File: src/rtl/message_loader.sv
// message_loader
//   Upstream feeder for the 4-digit rotating seven-segment display. Holds a
//   16 x 4-bit message memory, loads characters from the slide switches on a
//   debounced write button, clears the whole message on a debounced clear
//   button, and presents four consecutive characters starting at the
//   display's rotation pointer.
//
// Ports
//   clk       system clock, rising edge
//   reset     asynchronous active-low reset
//   sw        character to write
//   btn_wr    raw write pushbutton (active-high, asynchronous)
//   btn_clr   raw clear pushbutton (active-high, asynchronous)
//   rd_base   rotation pointer from the display stage
//   char0..3  mem[rd_base + N mod 16], registered
//   wr_ptr    index of the next entry to be written
//   busy      high while a clear sweep is in progress
module message_loader #(
    parameter logic [19:0] DEBOUNCE_CYCLES = 20'd1000000,
    parameter logic [3:0]  CLEAR_VAL       = 4'hF
) (
    input  logic       clk,
    input  logic       reset,
    input  logic [3:0] sw,
    input  logic       btn_wr,
    input  logic       btn_clr,
    input  logic [3:0] rd_base,
    output logic [3:0] char0,
    output logic [3:0] char1,
    output logic [3:0] char2,
    output logic [3:0] char3,
    output logic [3:0] wr_ptr,
    output logic       busy
);

    localparam logic IDLE  = 1'b0;
    localparam logic CLEAR = 1'b1;

    // Bit 0 is the write button, bit 1 the clear button.
    logic [1:0] btn_raw;
    logic [1:0] pulse_vec;
    logic       wr_pulse;
    logic       clr_pulse;

    assign btn_raw   = {btn_clr, btn_wr};
    assign wr_pulse  = pulse_vec[0];
    assign clr_pulse = pulse_vec[1];

    // Button conditioning: 2-flop synchronizer, consecutive-sample debouncer,
    // registered rising-edge pulse. Press-to-pulse latency is
    // DEBOUNCE_CYCLES + 3 clocks.
    generate
        for (genvar gi = 0; gi < 2; gi++) begin : g_btn
            logic        meta_reg;
            logic        sync_reg;
            logic        db_reg;
            logic        db_d_reg;
            logic        pulse_reg;
            logic [19:0] cnt_reg;

            always_ff @(posedge clk or negedge reset) begin
                if (!reset) begin
                    meta_reg  <= 1'b0;
                    sync_reg  <= 1'b0;
                    db_reg    <= 1'b0;
                    db_d_reg  <= 1'b0;
                    pulse_reg <= 1'b0;
                    cnt_reg   <= 20'd0;
                end else begin
                    meta_reg  <= btn_raw[gi];
                    sync_reg  <= meta_reg;
                    db_d_reg  <= db_reg;
                    pulse_reg <= db_reg & ~db_d_reg;
                    // Any sample that agrees with the accepted level restarts
                    // the run, so bounces never accumulate.
                    if (sync_reg != db_reg) begin
                        if (cnt_reg == DEBOUNCE_CYCLES - 20'd1) begin
                            db_reg  <= sync_reg;
                            cnt_reg <= 20'd0;
                        end else begin
                            cnt_reg <= cnt_reg + 20'd1;
                        end
                    end else begin
                        cnt_reg <= 20'd0;
                    end
                end
            end

            assign pulse_vec[gi] = pulse_reg;
        end
    endgenerate

    // Control FSM
    logic       state_reg;
    logic [3:0] clr_idx_reg;
    logic [3:0] wr_ptr_reg;
    logic       busy_reg;

    // Single memory write port shared by the load path and the clear sweep.
    logic       mem_we;
    logic [3:0] mem_addr;
    logic [3:0] mem_data;

    always_comb begin
        mem_we   = 1'b0;
        mem_addr = wr_ptr_reg;
        mem_data = sw;
        if (state_reg == CLEAR) begin
            mem_we   = 1'b1;
            mem_addr = clr_idx_reg;
            mem_data = CLEAR_VAL;
        end else if (!clr_pulse && wr_pulse) begin
            // A clear in the same cycle wins and the write is dropped.
            mem_we = 1'b1;
        end
    end

    always_ff @(posedge clk or negedge reset) begin
        if (!reset) begin
            state_reg   <= IDLE;
            clr_idx_reg <= 4'd0;
            wr_ptr_reg  <= 4'd0;
            busy_reg    <= 1'b0;
        end else begin
            case (state_reg)
                IDLE: begin
                    if (clr_pulse) begin
                        state_reg   <= CLEAR;
                        clr_idx_reg <= 4'd0;
                        busy_reg    <= 1'b1;
                    end else if (wr_pulse) begin
                        wr_ptr_reg <= wr_ptr_reg + 4'd1;
                    end
                end
                default: begin
                    // Pulses are ignored here: writes are dropped and a
                    // second clear does not restart the sweep.
                    clr_idx_reg <= clr_idx_reg + 4'd1;
                    if (clr_idx_reg == 4'd15) begin
                        state_reg  <= IDLE;
                        busy_reg   <= 1'b0;
                        wr_ptr_reg <= 4'd0;
                    end
                end
            endcase
        end
    end

    // Message memory. Kept in flops: reset must restore the identity pattern
    // and four entries are read every cycle.
    logic [15:0][3:0] mem_flat;

    generate
        for (genvar gi = 0; gi < 16; gi++) begin : g_mem
            logic [3:0] entry_reg;

            always_ff @(posedge clk or negedge reset) begin
                if (!reset) begin
                    entry_reg <= 4'(gi);
                end else if (mem_we && mem_addr == 4'(gi)) begin
                    entry_reg <= mem_data;
                end
            end

            assign mem_flat[gi] = entry_reg;
        end
    endgenerate

    // Read window; 4-bit sums wrap modulo 16.
    logic [3:0] rd_addr1;
    logic [3:0] rd_addr2;
    logic [3:0] rd_addr3;
    logic [3:0] char0_reg;
    logic [3:0] char1_reg;
    logic [3:0] char2_reg;
    logic [3:0] char3_reg;

    assign rd_addr1 = rd_base + 4'd1;
    assign rd_addr2 = rd_base + 4'd2;
    assign rd_addr3 = rd_base + 4'd3;

    always_ff @(posedge clk or negedge reset) begin
        if (!reset) begin
            char0_reg <= 4'd0;
            char1_reg <= 4'd1;
            char2_reg <= 4'd2;
            char3_reg <= 4'd3;
        end else begin
            char0_reg <= mem_flat[rd_base];
            char1_reg <= mem_flat[rd_addr1];
            char2_reg <= mem_flat[rd_addr2];
            char3_reg <= mem_flat[rd_addr3];
        end
    end

    assign char0  = char0_reg;
    assign char1  = char1_reg;
    assign char2  = char2_reg;
    assign char3  = char3_reg;
    assign wr_ptr = wr_ptr_reg;
    assign busy   = busy_reg;

endmodule

File: config.mk
export PLATFORM = sky130hd
export DESIGN_NAME = message_loader
export DESIGN_NICKNAME = d
export VERILOG_FILES = /design/src/rtl/message_loader.sv
export SDC_FILE = /design/constraint.sdc
export NUM_CORES = 1
export LEC_CHECK = 0
export BUFFER_PORTS_ARGS = -buffer_cell sky130_fd_sc_hd__clkbuf_2
export CORE_MARGIN = 4
export CORE_UTILIZATION = 45
export CTS_BUF_LIST = sky130_fd_sc_hd__clkbuf_4 sky130_fd_sc_hd__clkbuf_8 sky130_fd_sc_hd__clkbuf_16
export DETAILED_ROUTE_END_ITERATION = 10
export SYNTH_ARGS = -nofsm -noshare
export SYNTH_HDL_FRONTEND = slang
export SYNTH_SLANG_ARGS = --single-unit
File: constraint.sdc
create_clock -name clk -period 1.9 [get_ports clk]
set_input_delay 0.19 -clock clk [delete_from_list [all_inputs] [get_ports clk]]
set_output_delay 0.19 -clock clk [all_outputs]
set_load 0.1 [all_outputs]
==> run_results.csv <==
group,metric,value,unit
drt,vias,5972,
drt,first_iter_violations,562,
finish,most-common-layout-cells,"100 x dfrtp_1, 76 x mux2_2, 65 x nor2_1",
timing,worst_pin_slew,0.7364,ns
synthesis,syn_area_per_cell,11.63,µm²
floorplanning,std_cell_rows,49,
place,placed_cells,981,
timing,hold_viol_final,0,
finish,antenna_cells,0,
floorplanning,core-area,17960,µm²
finish,layout-drive-gt1-share,0.4048,
clock_network,numClockSinks,140,
timing,clock_skew,0.006313,ns
place,dp_hpwl,14200,µm
run_status,status,"complete, no violations",
global_route,antenna_found_initial,0,
finish,final_common_cell,"dfrtp_1",
synthesis,synthArstFlopShare,1.000,
timing,finalCriticalPeriod,1.849,ns
pwr,comb_power_share,0.179,
floorplanning,die_area,20480,µm²
worst_setup_path,worstPathRequired,2.20,ns
worst_setup_path,worstPathArrival,2.15,ns
finish,multi_input_area,4476,µm²
global_route,grt_pass1_vias,6011,
global_route,grt-ovfl-total,0,
global_route,grt_max_degree,55,
synthesis,synth-main-ff-cell,"dfrtp_1",
synthesis,synthDistinctLibCells,52,
worst_setup_path,worst_setup_path_end_kind,"register",
worst_setup_path,crit_type,"reg2reg",
drt,firstDrtPassIters,5,
worst_setup_path,crit_fanout,18,
pwr,clock_power_share,0.406,
floorplanning,ios,33,
global_route,grt_pass1_wl,32380,µm
finish,regArea,3553,µm²
timing,drv_slew,0,
worst_setup_path,critPathLaunch,"state_reg$_DFF_PN0_",
clock_network,htree_levels,4,
synthesis,syn_inst,706,
clock_network,cts_root_buffer,"clkbuf_16",
finish,fill_cells,1533,
timing,max_freq,0.5409,GHz
drt,wl_per_cell,19.07,µm
pwr,seqPwrFrac,0.415,
place,io_buffers,32,
synthesis,synth_edf_count,0,
place,place_congestion,0.9299,
drt,drt_wl_total,19400,µm
worst_setup_path,r2r-start,"state_reg$_DFF_PN0_",
finish,layout.cells.non_filler,1017,
clock_network,clk_latency,0.42,ns
worst_setup_path,max_stage_delay,0.40,ns
timing,fin_crit_sh,0.9731,
clock_network,cts_tree,"built",
finish,largest_reg_flops,64,
worst_setup_path,ff2ff_path_depth,6,
floorplanning,die_h,143.1,µm
worst_setup_path,rrSetupSlack,0.05,ns
synthesis,yosysWarnings,0,
global_route,grt_usage,0.2030,
worst_setup_path,worstPathCellList,"buf_12 -> inv_1 -> a31oi_2 -> nor3_4 -> buf_6 -> mux2_2",
clock_network,clkSlewWorstSetupHoldPaths,0.06,ns
finish,fin_util,0.5362,
synthesis,ys_seq_area_frac,0.4321,
drt,ant_nets,0,
clock_network,clockBufferDepth,2,
pwr,p_sw_frac,0.3063,
pwr,p_leak,3.983,nW
finish,areaGrowthSynthToFinish,17.28,%
clock_network,cts_buffers,17,
synthesis,syn_nets,726,
hold_path,hold_class,"in2async",
pwr,p_int,0.005337,W
floorplanning,die_w,143.1,µm
pwr,power-per-cell-area,798.7,nW/µm²
finish,finalNetCount,795,
timing,setup_viol,0,
pwr,p_switching,0.002356,W
synthesis,ys_ff_latch,140,
worst_setup_path,cp-start-kind,"register",
worst_setup_path,cp_slowest_cell,"dfrtp_1",
timing,rsz0062_at_grt,"yes",
synthesis,synth_area,8213,µm²
pwr,ir_drop,673.6,µV
timing,relSlewSlack,0.5056,
drt,post-route-drc-count,0,
drt,via_per_inst,5.872,
floorplanning,start_util,0.4572,
flow_run,drv_cap,0,
-- per-stage QoR --
| step | total power, W | worst slack (ns) | hold WS (ns) | instance area [µm²] | setup TNS, ns |
|---|---|---|---|---|---|
| global placement | 0.004597 | -0.2235 | 0.1135 | 8994 | -1.514 |
| floorplan | 0.004234 | -0.01867 | -0.1056 | 8319 | -0.01867 |
| CTS | 0.007788 | 0.01578 | 0.2089 | 9590 | 0 |
| finish | 0.007693 | 0.05107 | 0.2408 | 9632 | 0 |
| global route | 0.008032 | -0.07271 | 0.2452 | 9632 | -0.6447 |
| detailed placement | 0.004621 | -0.2408 | 0.1216 | 8994 | -1.901 |
-- cell type report --
| class | instances | area share |
|---|---|---|
| inverters | 8 | 0.003897 |
| repair buffers | 94 | 0.07495 |
| clock inverters | 14 | 0.01286 |
| multi-input cells | 514 | 0.4647 |
| clock buffers | 18 | 0.04495 |
| well taps | 229 | 0.02975 |
| flip-flops and latches | 140 | 0.3689 |
-- Yosys cell counts (16+ instances only) --
library cell	instances	area [µm²]
nor3b_1	17	127.6
mux2_2	76	855.8
clkbuf_1	18	67.56
xor2_1	24	210.2
xnor2_1	21	183.9
mux4_2	48	1081
dfrtp_1	104	2603
nand2_1	65	244.0
buf_2	16	80.08
dfstp_2	36	945.9
nand3_1	33	165.2
nor2_1	66	247.7
-- worst paths after layout --
| path | to |
|---|---|
| max | g_mem[14].entry_reg[0]$_DFFE_PN0P_ |
| min | g_mem[14].entry_reg[0]$_DFFE_PN0P_ |
| max reg2reg | g_mem[14].entry_reg[0]$_DFFE_PN0P_ |
| min reg2reg | g_btn[1].sync_reg$_DFF_PN0_ |
| max in group asynchronous | g_mem[7].entry_reg[0]$_DFFE_PN1P_ |
| min in group clk | char0[0]$_DFF_PN0_ |
-- logic make-up after synthesis --
kind of cell	count (synthesis)	synth area share
AND/OR/NAND/NOR	268	0.1693
XOR/XNOR	47	0.05332
multiplexers	143	0.2629
buffers and inverters	52	0.03032
adder cells (fa/ha/maj)	8	0.01219
flip-flops	140	0.4321
AO/OA/AOI/OAI	48	0.03992
-- metal layers --
metal  vias to the layer above  share of wire  GRT usage  routed length (µm)
li1                       2719              -          -                   -
met1                      3001           0.43     0.2838                8428
met2                       222           0.48     0.3190                9372
met3                        30          0.059    0.04320                1143
met4                         0          0.023    0.06353                 452
met5                         -              0          0                   0
-- timing repair --
| item | in CTS | in global routing |
|---|---|---|
| endpoints found under the hold margin | 36 | 0 |
| resized for setup | 2 | 8 |
| setup buffers | 0 | 1 |
| pin swaps | 0 | 2 |
| hold buffers | 3 | 0 |
| setup endpoints to repair | 4 | 43 |
-- power by group through the flow --
stage,registers [W],logic [W],clock network (W)
2_1_floorplan,0.00360,0.000639,0
3_3_place_gp,0.00324,0.00136,0
3_5_place_dp,0.00324,0.00138,0
4_1_cts,0.00319,0.00139,0.00321
5_1_grt,0.00320,0.00147,0.00336
6_report,0.00319,0.00138,0.00312
-- worst max-delay path, delay by kind of cell (launching register included) --
kind | cells | cell delay, ns
simple gates | 1 | 0.26
flops | 1 | 0.40
buf+inv | 3 | 0.53
compound gates | 1 | 0.24
mux | 1 | 0.32
Note: power is estimated with default switching activity, not from simulation.
